<file path="config.mk">
export PLATFORM = sky130hd
export DESIGN_NAME = mem_arbiter_rr
export DESIGN_NICKNAME = d
export VERILOG_FILES = /design/src/rtl/mem_arbiter_rr.sv
export SDC_FILE = /design/constraint.sdc
export NUM_CORES = 1
export LEC_CHECK = 0
export BUFFER_PORTS_ARGS = -buffer_cell sky130_fd_sc_hd__buf_4
export CORE_AREA = 2 2 170 172
export CTS_BUF_LIST = sky130_fd_sc_hd__clkbuf_16
export CTS_CLUSTER_DIAMETER = 200
export DETAILED_ROUTE_END_ITERATION = 12
export DIE_AREA = 0 0 172 174
export GPL_TIMING_DRIVEN = 1
export PLACE_DENSITY = 0.42
export SYNTH_ARGS = -nofsm -noshare
export SYNTH_HDL_FRONTEND = slang
export SYNTH_SLANG_ARGS = --single-unit
</file>
<file path="constraint.sdc">
create_clock -name CLK -period 4.8 [get_ports CLK]
set_clock_uncertainty 0.1 [all_clocks]
set_input_delay 0.96 -clock CLK [delete_from_list [all_inputs] [get_ports CLK]]
set_output_delay 0.96 -clock CLK [all_outputs]
set_load 0.05 [all_outputs]
</file>
<file path="src/rtl/mem_arbiter_rr.sv">
// Purpose: grants the single-ported RAM to one core's data or instruction port at a time; data wins, instruction fairness bounded.
// Latency: a request seen in IDLE drives the RAM enables one cycle later; each completed access is followed by one IDLE cycle.
// Backpressure: the owner sees wait=1 until the RAM reports ACCESS; every other port sees wait=1 and load=0.
//
// Ports:
//   CLK, RST                     clock, synchronous active-high reset
//   iREN/iaddr -> iwait/iload    per-core instruction read ports (core i at slice i)
//   dREN/dWEN/daddr/dstore ->
//     dwait/dload                per-core data read/write ports
//   ramREN/ramWEN/ramaddr/
//     ramstore <- ramload,ramstate  shared RAM port (ramstate: FREE/BUSY/ACCESS/ERROR)
module mem_arbiter_rr #(
    parameter int CPUS        = 2,
    parameter int WORD_W      = 32,
    parameter int ADDR_W      = 32,
    parameter int DATA_STREAK = 4
) (
    input  logic                     CLK,
    input  logic                     RST,
    input  logic [CPUS-1:0]          iREN,
    input  logic [CPUS*ADDR_W-1:0]   iaddr,
    output logic [CPUS-1:0]          iwait,
    output logic [CPUS*WORD_W-1:0]   iload,
    input  logic [CPUS-1:0]          dREN,
    input  logic [CPUS-1:0]          dWEN,
    input  logic [CPUS*ADDR_W-1:0]   daddr,
    input  logic [CPUS*WORD_W-1:0]   dstore,
    output logic [CPUS-1:0]          dwait,
    output logic [CPUS*WORD_W-1:0]   dload,
    output logic                     ramREN,
    output logic                     ramWEN,
    output logic [ADDR_W-1:0]        ramaddr,
    output logic [WORD_W-1:0]        ramstore,
    input  logic [WORD_W-1:0]        ramload,
    input  logic [1:0]               ramstate
);

    localparam int OW = (CPUS > 1) ? $clog2(CPUS) : 1;

    localparam logic [1:0] RAM_FREE   = 2'b00;
    localparam logic [1:0] RAM_BUSY   = 2'b01;
    localparam logic [1:0] RAM_ACCESS = 2'b10;
    localparam logic [1:0] RAM_ERROR  = 2'b11;

    typedef enum logic [1:0] {S_IDLE, S_DATA, S_INSTR} state_e;

    state_e          fsm_q, fsm_d;
    logic [OW-1:0]   owner_q, owner_d;
    logic [OW-1:0]   dptr_q, dptr_d;
    logic [OW-1:0]   iptr_q, iptr_d;
    logic [3:0]      streak_q, streak_d;
    logic [CPUS-1:0] dreq;

    assign dreq = dREN | dWEN;

    // Round-robin scan starting just after 'last'. Walking from the farthest
    // candidate back to the nearest lets the nearest requester overwrite.
    function automatic logic [OW-1:0] rr_pick(input logic [CPUS-1:0] req,
                                              input logic [OW-1:0]   last);
        logic [OW-1:0] pick;
        int            idx;
        pick = last;
        for (int k = CPUS; k >= 1; k--) begin
            idx = (int'(last) + k) % CPUS;
            if (req[idx[OW-1:0]]) pick = idx[OW-1:0];
        end
        return pick;
    endfunction

    always_comb begin
        fsm_d    = fsm_q;
        owner_d  = owner_q;
        dptr_d   = dptr_q;
        iptr_d   = iptr_q;
        streak_d = streak_q;
        iwait    = '1;
        dwait    = '1;
        iload    = '0;
        dload    = '0;
        ramREN   = 1'b0;
        ramWEN   = 1'b0;
        ramaddr  = '0;
        ramstore = '0;
        // While reset is asserted the outputs stay at their idle values even
        // if a grant is still registered; the access is simply abandoned.
        if (!RST) begin
            case (fsm_q)
                S_IDLE: begin
                    // Data preempts instruction fetch until the streak limit
                    // is reached with a fetch still waiting.
                    if (|dreq && (streak_q < 4'(DATA_STREAK) || !(|iREN))) begin
                        fsm_d   = S_DATA;
                        owner_d = rr_pick(dreq, dptr_q);
                    end else if (|iREN) begin
                        fsm_d   = S_INSTR;
                        owner_d = rr_pick(iREN, iptr_q);
                    end
                end
                S_DATA: begin
                    if (!dreq[owner_q]) begin
                        // Owner withdrew: drop the grant, keep fairness state.
                        fsm_d = S_IDLE;
                    end else begin
                        ramaddr  = daddr[owner_q*ADDR_W +: ADDR_W];
                        ramWEN   = dWEN[owner_q];
                        ramREN   = dREN[owner_q] & ~dWEN[owner_q];
                        ramstore = dstore[owner_q*WORD_W +: WORD_W];
                        dload[owner_q*WORD_W +: WORD_W] = ramload;
                        dwait[owner_q] = (ramstate != RAM_ACCESS);
                        if (ramstate == RAM_ACCESS) begin
                            fsm_d    = S_IDLE;
                            dptr_d   = owner_q;
                            streak_d = (streak_q < 4'(DATA_STREAK)) ? streak_q + 4'd1
                                                                    : 4'(DATA_STREAK);
                        end
                    end
                end
                S_INSTR: begin
                    if (!iREN[owner_q]) begin
                        fsm_d = S_IDLE;
                    end else begin
                        ramaddr = iaddr[owner_q*ADDR_W +: ADDR_W];
                        ramREN  = 1'b1;
                        iload[owner_q*WORD_W +: WORD_W] = ramload;
                        iwait[owner_q] = (ramstate != RAM_ACCESS);
                        if (ramstate == RAM_ACCESS) begin
                            fsm_d    = S_IDLE;
                            iptr_d   = owner_q;
                            streak_d = 4'd0;
                        end
                    end
                end
                default: fsm_d = S_IDLE;
            endcase
        end
    end

    always_ff @(posedge CLK) begin
        if (RST) begin
            fsm_q    <= S_IDLE;
            owner_q  <= '0;
            dptr_q   <= OW'(CPUS - 1);
            iptr_q   <= OW'(CPUS - 1);
            streak_q <= '0;
        end else begin
            fsm_q    <= fsm_d;
            owner_q  <= owner_d;
            dptr_q   <= dptr_d;
            iptr_q   <= iptr_d;
            streak_q <= streak_d;
        end
    end

endmodule

</file>
==> impl_metrics.toml <==
[synthesis]
yosys_warnings = 0
synth_cell_type_count = 42
synth_top_area_share = 0.230
ys_top_cells_by_area = "and3_1 23%, mux2_2 20%, mux2i_1 9.6%"
synth-main-ff-cell = "dfxtp_1"
ys_seq_elements = 9
yosys-top-cells-count = "130 x and3_1, 74 x nor2_1, 64 x mux2_2"
avgSynthCellArea_sq_um = 7.56
synth_cells = 468
synth_nets = 707
synth_edf_count = 0
ys_seq_area_frac = 0.0510
ys_async_sr_fraction = 0
netlist_area_sq_mm = 0.00354
synth.most_common_cell = "and3_1"
yosysTopAreaCell = "and3_1"

[grt]
grt_use_met1 = 0.133
grt-busiest-layer = "met2"
track_usage = 0.115
grt_pass1_wl_um = 27100
antenna_found_initial = 0
overflow = 0
grt_use_met3 = 0.0178
grt_pass1_vias = 4596
grt_max_degree = 103
use_met2 = 0.227

[worst_setup_path]
cp.required_ps = 3740
crit_type = "input port to primary output"
cp_num_buf_inv = 3
cp-start-kind = "input port"
crit_family = "simple AND/OR/NAND/NOR gates"
critPathCaptureType = "primary output"
critPathArrivalTime_ps = 2610
path_max_fanout = 72
path_cells = "buf_4 -> mux2_4 -> and2_4 -> buf_12 -> a22oi_1 -> nor2_1 -> buf_4"
cp_common_cell = "buf_4"
slowest_delay_ps = 560
critPathSlowestCell = "and2_4"

[routing]
antenna_left = 0
wl_um = 19500
vias_per_cell = 4.04
drc = 0
firstDrtPassIters = 4
vias = 5010
drt_iter0_drc = 207
wl_per_cell_um = 15.7

[die]
std_cell_rows = 62
die_y_um = 174
dieWidth_um = 172
io_pins = 432
coreArea_sq_mm = 0.0282
die_area_sq_mm = 0.0299
initial_utilization = 0.125

[layout]
nets = 1095
fin_area_sq_mm = 0.00710
instances_no_fill = 1239
num_antenna_cells = 0
final_layout_size_suffix_gt1_frac = 0.640
syn_to_final_growth_pct = 101

[timing]
tns_ps = 0
finalHoldViolCount = 0
period_share = 0.765
tightest_slew_ps = 910
slew-limit-headroom = 0.392
whs_ps = 366
rsz0062_at_grt = "no"
drv_slew = 0
setup_viol = 0
fmax_mhz = 272
period_minus_slack_ps = 3670

[power]
cellPowerDensity_mw_per_mm2 = 122
ir_drop_v = 0.000122
p_total_uw = 868
p_leak_uw = 0.00378

[clock_tree]
root_buffer = "clkbuf_16"
clock_latency_ps = 230
cts_tree = "yes"
numCtsBuffers = 3
post_cts_buffers = 0
post_cts_resized = 0
cts_sinks = 9
htree_levels = 1
cts_buffer_depth = 2
cts_hold_buf = 0
clkTransAtPathRegs_ps = 40

[flow_run]
maxCapViolations = 0

[run_status]
outcome = "finished, final reports clean"

[placed_design]
io_buffers = 431
gp_congestion = 0.769
placedCellCount = 1235
hpwl_um = 15400
postPlaceCellArea_sq_mm = 0.00702

[hold_path]
hold_class = "flip-flop to flip-flop"
-- layout by cell type, fill, tap and decap left out, types with 8 or more instances in the layout --
master and n:
nor2_1 73, nand3_1 8, mux2i_1 34, nand2_1 11, a22oi_2 27, and3_1 130
buf_4 437, mux2_2 64, dfxtp_1 8
-- kinds of logic after synthesis --
family                   Yosys count  share of synthesized area
AO/OA/AOI/OAI                     55                      0.156
multiplexers                     100                      0.309
adder cells (fa/ha/maj)            5                     0.0177
buffers and inverters             59                     0.0991
AND/OR/NAND/NOR                  240                      0.368
flip-flops                         9                     0.0510
-- report_power, final --
group	leakage, uW	switching (uW)	total, uW	internal (uW)
Combinational	0.00366	341	634	293
Sequential	0.0000739	11.2	89.2	77.9
Clock	0.0000423	35.9	145	109
Total	0.00378	388	868	480
-- final cells by class --
| type | count | area, sq um |
|---|---|---|
| fill | 3197 | 21100 |
| timing repair buffer | 439 | 3320 |
| multi-input combinational | 400 | 3030 |
| tap | 384 | 480 |
| sequential | 9 | 184 |
| clock buffer | 3 | 75.1 |
| inverter | 3 | 11.3 |
| clock inverter | 1 | 3.75 |
-- worst paths after layout --
path	depth (start not counted)	endpoint	startpoint	slack [ps]
max	7	ramaddr[31]	iREN[1]	1130
min	2	streak_q[1]	streak_q[1]	370
max reg2reg	5	fsm_q[0]	owner_q	2480
min reg2reg	2	streak_q[1]	streak_q[1]	370
-- worst min-delay path, stage by stage (launching register included) --
cell     delay (ps)
dfxtp_1         300
nand2_1          50
o21ai_0          60
-- flip-flops by register name, indices dropped and copies added, names as in the netlist --
register  flops
owner_q       1
fsm_q         2
iptr_q        1
streak_q      4
dptr_q        1
-- stage by stage --
stage	setup slack, ps	utilization
after floorplan	1440	-
after global placement	1150	0.249
after detailed placement	1150	0.249
after CTS	1140	0.252
after global routing	970	0.252
final	1130	0.252
-- routing by layer --
metal	share of wire	vias to the layer above
met5	0	-
met4	0.0046	0
met3	0.074	10
met2	0.53	239
met1	0.39	2280
li1	-	2481
(Power assumes the default switching activity.)
